$ cat src/rtl/mips_bp_pkg.sv
// mips_bp_pkg -- shared types for the MIPS dynamic branch predictor.
//
// Contents:
//   ctr_t       2-bit saturating direction counter (SNT/WNT/WT/ST)
//   CTR_RESET   counter value after reset or an invalidate sweep (weak not-taken)
//   CTR_ALLOC   counter value written when a taken branch allocates an entry
//   bp_state_t  invalidate-sweep FSM states
//   ctr_predict helper returning the taken/not-taken decision of a counter
//
// Optional feature macro used by the importing files: BP_GSHARE_EN.
package mips_bp_pkg;

  typedef enum logic [1:0] {
    SNT = 2'b00,
    WNT = 2'b01,
    WT  = 2'b10,
    ST  = 2'b11
  } ctr_t;

  localparam ctr_t CTR_RESET = WNT;
  localparam ctr_t CTR_ALLOC = WT;

  typedef enum logic {
    BP_IDLE  = 1'b0,
    BP_CLEAR = 1'b1
  } bp_state_t;

  // The MSB of the counter is the direction decision.
  function automatic logic ctr_predict(input ctr_t c);
    return c[1];
  endfunction

endpackage

$ cat src/rtl/mips_branch_predictor_sat_ctr.sv
// bp_sat_ctr -- next-state logic for one 2-bit saturating direction counter.
//
// Ports:
//   ctr_cur   in   current counter value
//   inc       in   step towards strong-taken
//   dec       in   step towards strong-not-taken
//   ctr_next  out  saturated next value (holds if neither or both steps requested)
//   predict   out  taken decision of the current value
//
// Optional feature macro: none (BP_GSHARE_EN only affects the top level).
module bp_sat_ctr
  import mips_bp_pkg::*;
(
  input  ctr_t ctr_cur,
  input  logic inc,
  input  logic dec,
  output ctr_t ctr_next,
  output logic predict
);

  always_comb begin
    ctr_next = ctr_cur;
    if (inc && !dec && ctr_cur != ST) begin
      ctr_next = ctr_t'(ctr_cur + 2'd1);
    end else if (dec && !inc && ctr_cur != SNT) begin
      ctr_next = ctr_t'(ctr_cur - 2'd1);
    end
  end

  assign predict = ctr_predict(ctr_cur);

endmodule

$ cat src/rtl/mips_branch_predictor.sv
// mips_branch_predictor -- direct-mapped BTB plus 2-bit counters for the
// IF stage of the 5-stage MIPS pipeline.
//
// Ports:
//   clock, reset                rising-edge clock, asynchronous active-high reset
//   if_pc                       fetch PC, looked up combinationally
//   pred_taken/pred_target      prediction (target forced to 0 when not taken)
//   pred_ghr                    history snapshot to be echoed back on update
//   upd_*                       resolution event from the branch-resolving stage
//   upd_mispredict              combinational mispredict flag for the update
//   flush_req / busy            invalidate-all sweep request / sweep in progress
//   stat_lookups / stat_mispred saturating statistics counters
//
// Optional feature macro: BP_GSHARE_EN -- the counter array is indexed by
// idx XOR global history; tag/target stay indexed by the plain idx.
module mips_branch_predictor
  import mips_bp_pkg::*;
#(
  parameter int ENTRIES = 64,
  parameter int ADDR_W  = 32,
  parameter int CNT_W   = 16,
  parameter int HIST_W  = 6
) (
  input  logic              clock,
  input  logic              reset,
  input  logic [ADDR_W-1:0] if_pc,
  output logic              pred_taken,
  output logic [ADDR_W-1:0] pred_target,
  output logic [HIST_W-1:0] pred_ghr,
  input  logic              upd_valid,
  input  logic [ADDR_W-1:0] upd_pc,
  input  logic              upd_is_branch,
  input  logic              upd_taken,
  input  logic [ADDR_W-1:0] upd_target,
  input  logic              upd_pred_taken,
  input  logic [ADDR_W-1:0] upd_pred_target,
  input  logic [HIST_W-1:0] upd_ghr,
  output logic              upd_mispredict,
  input  logic              flush_req,
  output logic              busy,
  output logic [CNT_W-1:0]  stat_lookups,
  output logic [CNT_W-1:0]  stat_mispred
);

  localparam int IDX_W = $clog2(ENTRIES);
  localparam int TAG_W = ADDR_W - IDX_W - 2;

  // Tag/target storage carries no reset: valid_reg gates every use.
  logic [TAG_W-1:0]  tag_mem    [ENTRIES];
  logic [ADDR_W-1:0] target_mem [ENTRIES];

  logic valid_reg  [ENTRIES];
  logic valid_next [ENTRIES];
  ctr_t ctr_reg    [ENTRIES];
  ctr_t ctr_next   [ENTRIES];

  bp_state_t        state_reg;
  logic [IDX_W-1:0] ptr_reg;
  logic [CNT_W-1:0] lookups_reg;
  logic [CNT_W-1:0] mispred_reg;

  logic [IDX_W-1:0] lk_idx, lk_cidx, up_idx, up_cidx;
  logic [TAG_W-1:0] lk_tag, up_tag;
  logic             lk_hit, up_hit;
  logic             accept, br_hit, br_alloc, nb_inval;
  logic             ctr_we, val_we, val_wdata, mem_we;
  ctr_t             up_ctr_cur, up_ctr_next, ctr_wdata;
  logic             unused_up_predict;

  assign busy = (state_reg == BP_CLEAR);

  assign lk_idx = if_pc[IDX_W+1:2];
  assign lk_tag = if_pc[ADDR_W-1:IDX_W+2];
  assign up_idx = upd_pc[IDX_W+1:2];
  assign up_tag = upd_pc[ADDR_W-1:IDX_W+2];

`ifdef BP_GSHARE_EN
  logic [HIST_W-1:0] ghr_reg;
  logic [HIST_W:0]   ghr_shift;

  assign lk_cidx   = lk_idx ^ IDX_W'(ghr_reg);
  assign up_cidx   = up_idx ^ IDX_W'(upd_ghr);
  assign pred_ghr  = ghr_reg;
  assign ghr_shift = {ghr_reg, upd_taken};

  // History is restarted by a sweep so trained patterns line up with the
  // freshly reset counters.
  always_ff @(posedge clock or posedge reset) begin
    if (reset) begin
      ghr_reg <= '0;
    end else if (state_reg == BP_IDLE && flush_req) begin
      ghr_reg <= '0;
    end else if (accept && upd_is_branch) begin
      ghr_reg <= ghr_shift[HIST_W-1:0];
    end
  end
`else
  logic unused_ghr;

  assign lk_cidx    = lk_idx;
  assign up_cidx    = up_idx;
  assign pred_ghr   = '0;
  assign unused_ghr = ^upd_ghr;
`endif

  logic unused_pc_bits;
  assign unused_pc_bits = ^{if_pc[1:0], upd_pc[1:0], unused_up_predict};

  // Lookup sees the pre-update state; there is deliberately no bypass.
  assign lk_hit      = valid_reg[lk_idx] && (tag_mem[lk_idx] == lk_tag);
  assign pred_taken  = lk_hit && ctr_reg[lk_cidx][1] && !busy;
  assign pred_target = pred_taken ? target_mem[lk_idx] : '0;

  // Mispredict is a pure function of the echoed prediction, so it is still
  // reported (and counted) during a sweep.
  assign upd_mispredict = upd_valid &&
                          ((upd_pred_taken != upd_taken) ||
                           (upd_taken && (upd_pred_target != upd_target)));

  assign up_hit   = valid_reg[up_idx] && (tag_mem[up_idx] == up_tag);
  assign accept   = upd_valid && !busy;
  assign br_hit   = accept && upd_is_branch && up_hit;
  assign br_alloc = accept && upd_is_branch && !up_hit && upd_taken;
  assign nb_inval = accept && !upd_is_branch && up_hit;

  assign up_ctr_cur = ctr_reg[up_cidx];

  bp_sat_ctr u_upd_ctr (
    .ctr_cur  (up_ctr_cur),
    .inc      (upd_taken),
    .dec      (!upd_taken),
    .ctr_next (up_ctr_next),
    .predict  (unused_up_predict)
  );

  assign ctr_we    = br_hit || br_alloc;
  assign ctr_wdata = br_alloc ? CTR_ALLOC : up_ctr_next;
  assign val_we    = br_alloc || nb_inval;
  assign val_wdata = br_alloc;
  // On a taken hit the tag rewrite is a no-op, so one write enable serves both.
  assign mem_we    = br_alloc || (br_hit && upd_taken);

  // Per-entry next state: the sweep pointer has priority, although updates
  // are never accepted while it runs.
  for (genvar gi = 0; gi < ENTRIES; gi++) begin : g_entry
    logic sweep_here;
    assign sweep_here     = busy && (ptr_reg == IDX_W'(gi));
    assign valid_next[gi] = sweep_here ? 1'b0 :
                            (val_we && up_idx == IDX_W'(gi)) ? val_wdata :
                            valid_reg[gi];
    assign ctr_next[gi]   = sweep_here ? CTR_RESET :
                            (ctr_we && up_cidx == IDX_W'(gi)) ? ctr_wdata :
                            ctr_reg[gi];
  end

  always_ff @(posedge clock or posedge reset) begin
    if (reset) begin
      for (int i = 0; i < ENTRIES; i++) begin
        valid_reg[i] <= 1'b0;
        ctr_reg[i]   <= CTR_RESET;
      end
    end else begin
      valid_reg <= valid_next;
      ctr_reg   <= ctr_next;
    end
  end

  always_ff @(posedge clock) begin
    if (mem_we) begin
      tag_mem[up_idx]    <= up_tag;
      target_mem[up_idx] <= upd_target;
    end
  end

  // Sweep FSM: one entry per cycle, exactly ENTRIES cycles in CLEAR.
  always_ff @(posedge clock or posedge reset) begin
    if (reset) begin
      state_reg <= BP_IDLE;
      ptr_reg   <= '0;
    end else begin
      case (state_reg)
        BP_IDLE: begin
          if (flush_req) begin
            state_reg <= BP_CLEAR;
            ptr_reg   <= '0;
          end
        end
        BP_CLEAR: begin
          ptr_reg <= ptr_reg + 1'b1;
          if (ptr_reg == IDX_W'(ENTRIES - 1)) begin
            state_reg <= BP_IDLE;
          end
        end
        default: state_reg <= BP_IDLE;
      endcase
    end
  end

  always_ff @(posedge clock or posedge reset) begin
    if (reset) begin
      lookups_reg <= '0;
      mispred_reg <= '0;
    end else begin
      if (!busy && lookups_reg != '1) begin
        lookups_reg <= lookups_reg + 1'b1;
      end
      if (upd_mispredict && mispred_reg != '1) begin
        mispred_reg <= mispred_reg + 1'b1;
      end
    end
  end

  assign stat_lookups = lookups_reg;
  assign stat_mispred = mispred_reg;

endmodule

$ cat config.mk
export PLATFORM = sky130hd
export DESIGN_NAME = mips_branch_predictor
export DESIGN_NICKNAME = d
export VERILOG_FILES = /design/src/rtl/mips_bp_pkg.sv /design/src/rtl/mips_branch_predictor_sat_ctr.sv /design/src/rtl/mips_branch_predictor.sv
export SDC_FILE = /design/constraint.sdc
export NUM_CORES = 2
export LEC_CHECK = 0
export BUFFER_PORTS_ARGS = -buffer_cell sky130_fd_sc_hd__buf_2
export CAP_MARGIN = 15
export CORE_UTILIZATION = 55
export DETAILED_ROUTE_END_ITERATION = 7
export GPL_ROUTABILITY_DRIVEN = 1
export PLACE_DENSITY = 0.69
export SLEW_MARGIN = 10
export SYNTH_ARGS = -nofsm -noshare
export SYNTH_HDL_FRONTEND = slang
export SYNTH_SLANG_ARGS = --single-unit
export TNS_END_PERCENT = 20
$ cat constraint.sdc
create_clock -name clock -period 10.61 [get_ports clock]
set_input_delay 2.122 -clock clock [delete_from_list [all_inputs] [get_ports clock]]
set_output_delay 2.122 -clock clock [all_outputs]
set_load 0.02 [all_outputs]
==> impl_results.md <==
* Status: finished with violations
* Failing checks: DRC
* VDD IR max at 189 uV
* Crit Path Class: primary input to output pin
* DP HPWL at 285000 um
* Gate Count Post-Synth at 8387
* Largest family of logic cells by synthesized area: multiplexers
* Vias post-DR at 96600
* Share of cells above drive strength 1 at 29.2%
* Core area at 298000 um^2
* Drt via density at 7.44
* Synth Area in Simple Gates at 3.03%
* Net count, final at 8822
* Syn avg cell area at 19.7 um^2
* Minimum clock period at 9.90 ns
* Pin count of the biggest net entering global routing at 139
* Synth top cells by count: 3584 x edfxtp_1, 1398 x mux4_2, 455 x mux2i_1
* Final setup viols at 0
* Clk root buf: clkbuf_16
* Final max-slew violation count at 0
* Final Cell Area at 184000 um^2
* Sequential share of the synthesized area at 68.6%
* Hold Path Cell Cnt at 1
* Port bufs at 197
* Max reg flops at 2048
* Area Growth Syn to Fin at 11.5%
* Clock Latency Late Sink at 0.97 ns
* Worst-path clk slew at 0.06 ns
* Post-CTS sizing at 0
* Mux share of post-synthesis cell area at 22.3%
* Initial antenna violation count at 40
* CP Capture Type: output pin
* Site Rows at 200
* Antenna Nets Post-Route at 0
* Die area at 303000 um^2
* Worst slew pin tran at 1.30 ns
* EDFF count, synth at 3584
* Layout fillers at 20400
* CTS tree: done
* Drt initial violations at 16700
* Tot GR Track Use at 35.6%
* Worst Path Required at 8.49 ns
* IO Pins at 214
* Part of the power in combinational logic at 8.7%
* Postcts setup bufs at 0
* Drt drc at 16
* Gr ovfl total at 0
* Num CTS Buffers at 391
* Internal power at 25.5 mW
* Reg area at 113000 um^2
* Sw Ratio at 23.5%
* Most frequent cell after synthesis: edfxtp_1
* Synth cell types at 89
* Routed WL per cell at 41.6 um
* Hold WC Path Type: flip-flop to flip-flop
* Share of flip-flops with an asynchronous set or reset at 6.06%
* WP data arrival at 7.78 ns
* R2R Setup Slk at 5.01 ns
* DR pass1 iterations at 8
* Clock power share at 40.8%
* Leakage at 59.0 nW
* Setup Skew at 0.0531 ns
* Clock buffer depth at 4
* Top cell type's share of synthesized area at 65.1%
* Initial Util at 55.5%
* Crit path launch type: primary input
* Placed cell area at 172000 um^2
* Synth Area in Compound Gates at 3.53%
* Seq cells post-synth at 3815
* Die width at 550 um
* Rel. slew slack at 13.5%
* Clock sinks at 3815
* Synth area leaders: edfxtp_1 65%, mux4_2 19%, mux2i_1 2.8%, dfrtp_1 2.5%, dfstp_2 1.0%
* Setup total negative slack at 0 ns
* PD cells at 181 nW/um^2
* Switching pwr at 7.86 mW
* Fin crit share at 93.3%
* Largest area contributor in the netlist: edfxtp_1
* Dominant synthesized flop cell: edfxtp_1
* Die Ht at 550 um
* Worst-case reg-to-reg path depth at 11
* Max cap viols at 0
* Hold buffer count at CTS at 0
* Synth Cell Area at 165000 um^2
* Count of yosys warnings during synthesis at 0
* Post-Route WL at 539000 um
* Hold Vio Cnt, Final at 0
* Crit-path max FO at 88
* Fmax at 101 MHz
* Post-Synth XOR/XNOR Area at 0.567%
* Multi-input gate area at 49200 um^2
* RSZ-0062 raised after global routing: false
* Post-synthesis adder-cell area fraction at 0.0605%
* CTS H-Tree Depth at 5
* RePlAce Congestion at 0.930
* Vias in the first global route at 94200
* Reg power frac at 50.5%
* First-pass GRT wire length at 740000 um
through the flow:
stage               utilization [%]  instances  total power, mW  hold slack (ns)  setup slack [ns]
global placement               57.6      12200             19.9            0.467             0.902
floorplan                         -       8392             18.8            0.500              1.76
global route                   61.9      13000             34.1            0.519             0.662
finish                         61.9      13000             33.4            0.494             0.711
detailed placement             57.7      12200             20.0            0.477             0.866
CTS                            61.9      12900             33.4            0.489             0.805
area by class of cell:
cell class	instances	share of cell area, %
Sequential cell	3815	61.5
Multi-Input combinational cell	3919	26.7
Antenna cell	30	0.0407
Timing Repair Buffer	467	2.08
Tap cell	3939	2.67
Clock inverter	239	1.22
Inverter	79	0.225
Clock buffer	485	5.57
final timing paths:
kind / end / startpoint
hold / removal: stat_mispred[12]$_DFFE_PP0P_ / stat_mispred[12]$_DFFE_PP0P_
min in group asynchronous: stat_mispred[13]$_DFFE_PP0P_ / reset
hold reg to reg: stat_mispred[12]$_DFFE_PP0P_ / stat_mispred[12]$_DFFE_PP0P_
setup / recovery: pred_target[22] / if_pc[3]
max in group asynchronous: ctr_reg[15]$_DFFE_PP0P_ / reset
setup reg to reg: valid_reg[8]$_DFFE_PP0P_ / tag_mem[22][17]$_DFFE_PP_
placed cells by master (no fill, tap or decap), types with 35 or more instances in the layout:
master / instances
xor2_1: 51
edfxtp_1: 3584
a211oi_1: 35
nor2_4: 38
bufinv_16: 36
o21ai_0: 144
a21oi_1: 174
buf_4: 212
nor3_1: 85
nand2_1: 266
clkinv_1: 92
mux2i_1: 455
dfrtp_1: 167
o31a_1: 43
nor2b_1: 46
inv_1: 51
o22ai_1: 46
mux4_2: 1398
a22oi_1: 174
clkbuf_16: 396
xnor2_1: 55
nor2_1: 245
clkbuf_1: 86
clkinv_2: 73
nor4_1: 66
buf_2: 188
o21a_1: 39
buf_12: 58
nand3_1: 147
dfstp_2: 64
routing by layer:
metal,up-vias,GRT usage (%),part of all wire [%]
met3,1741,8.93,13
met1,50700,47.6,34
li1,36100,-,-
met4,20,19.8,6.4
met2,8041,54.3,46
met5,-,0,0.026
critical path, stage by stage:
cell,delay [ns]
buf_8,0.64
buf_12,0.43
mux4_2,0.41
mux4_2,0.54
mux4_2,0.50
xnor2_1,0.38
nand4_1,0.14
nor3_1,0.81
buf_4,0.27
nand4_1,0.24
buf_12,0.28
a211oi_1,0.32
buf_4,0.17
buf_2,0.16
power by group through the flow:
stage	combinational, mW	sequential (mW)	clock (mW)
floorplan	1.73	17.1	0
global placement	2.74	17.1	0
detailed placement	2.82	17.1	0
CTS	2.83	16.8	13.7
global route	3.00	16.9	14.2
finish	2.90	16.8	13.6
cells by family (layout without fill, tap and decap cells):
group / after synthesis / after routing
compound gates: 854 / 854
mux: 1893 / 1893
fa+ha+maj: 8 / 8
simple gates: 1051 / 1051
buf+inv: 658 / 1270
other cells: 1 / 36
flops: 3815 / 3815
xor+xnor: 107 / 107
Note: power is estimated with default switching activity, not from simulation.
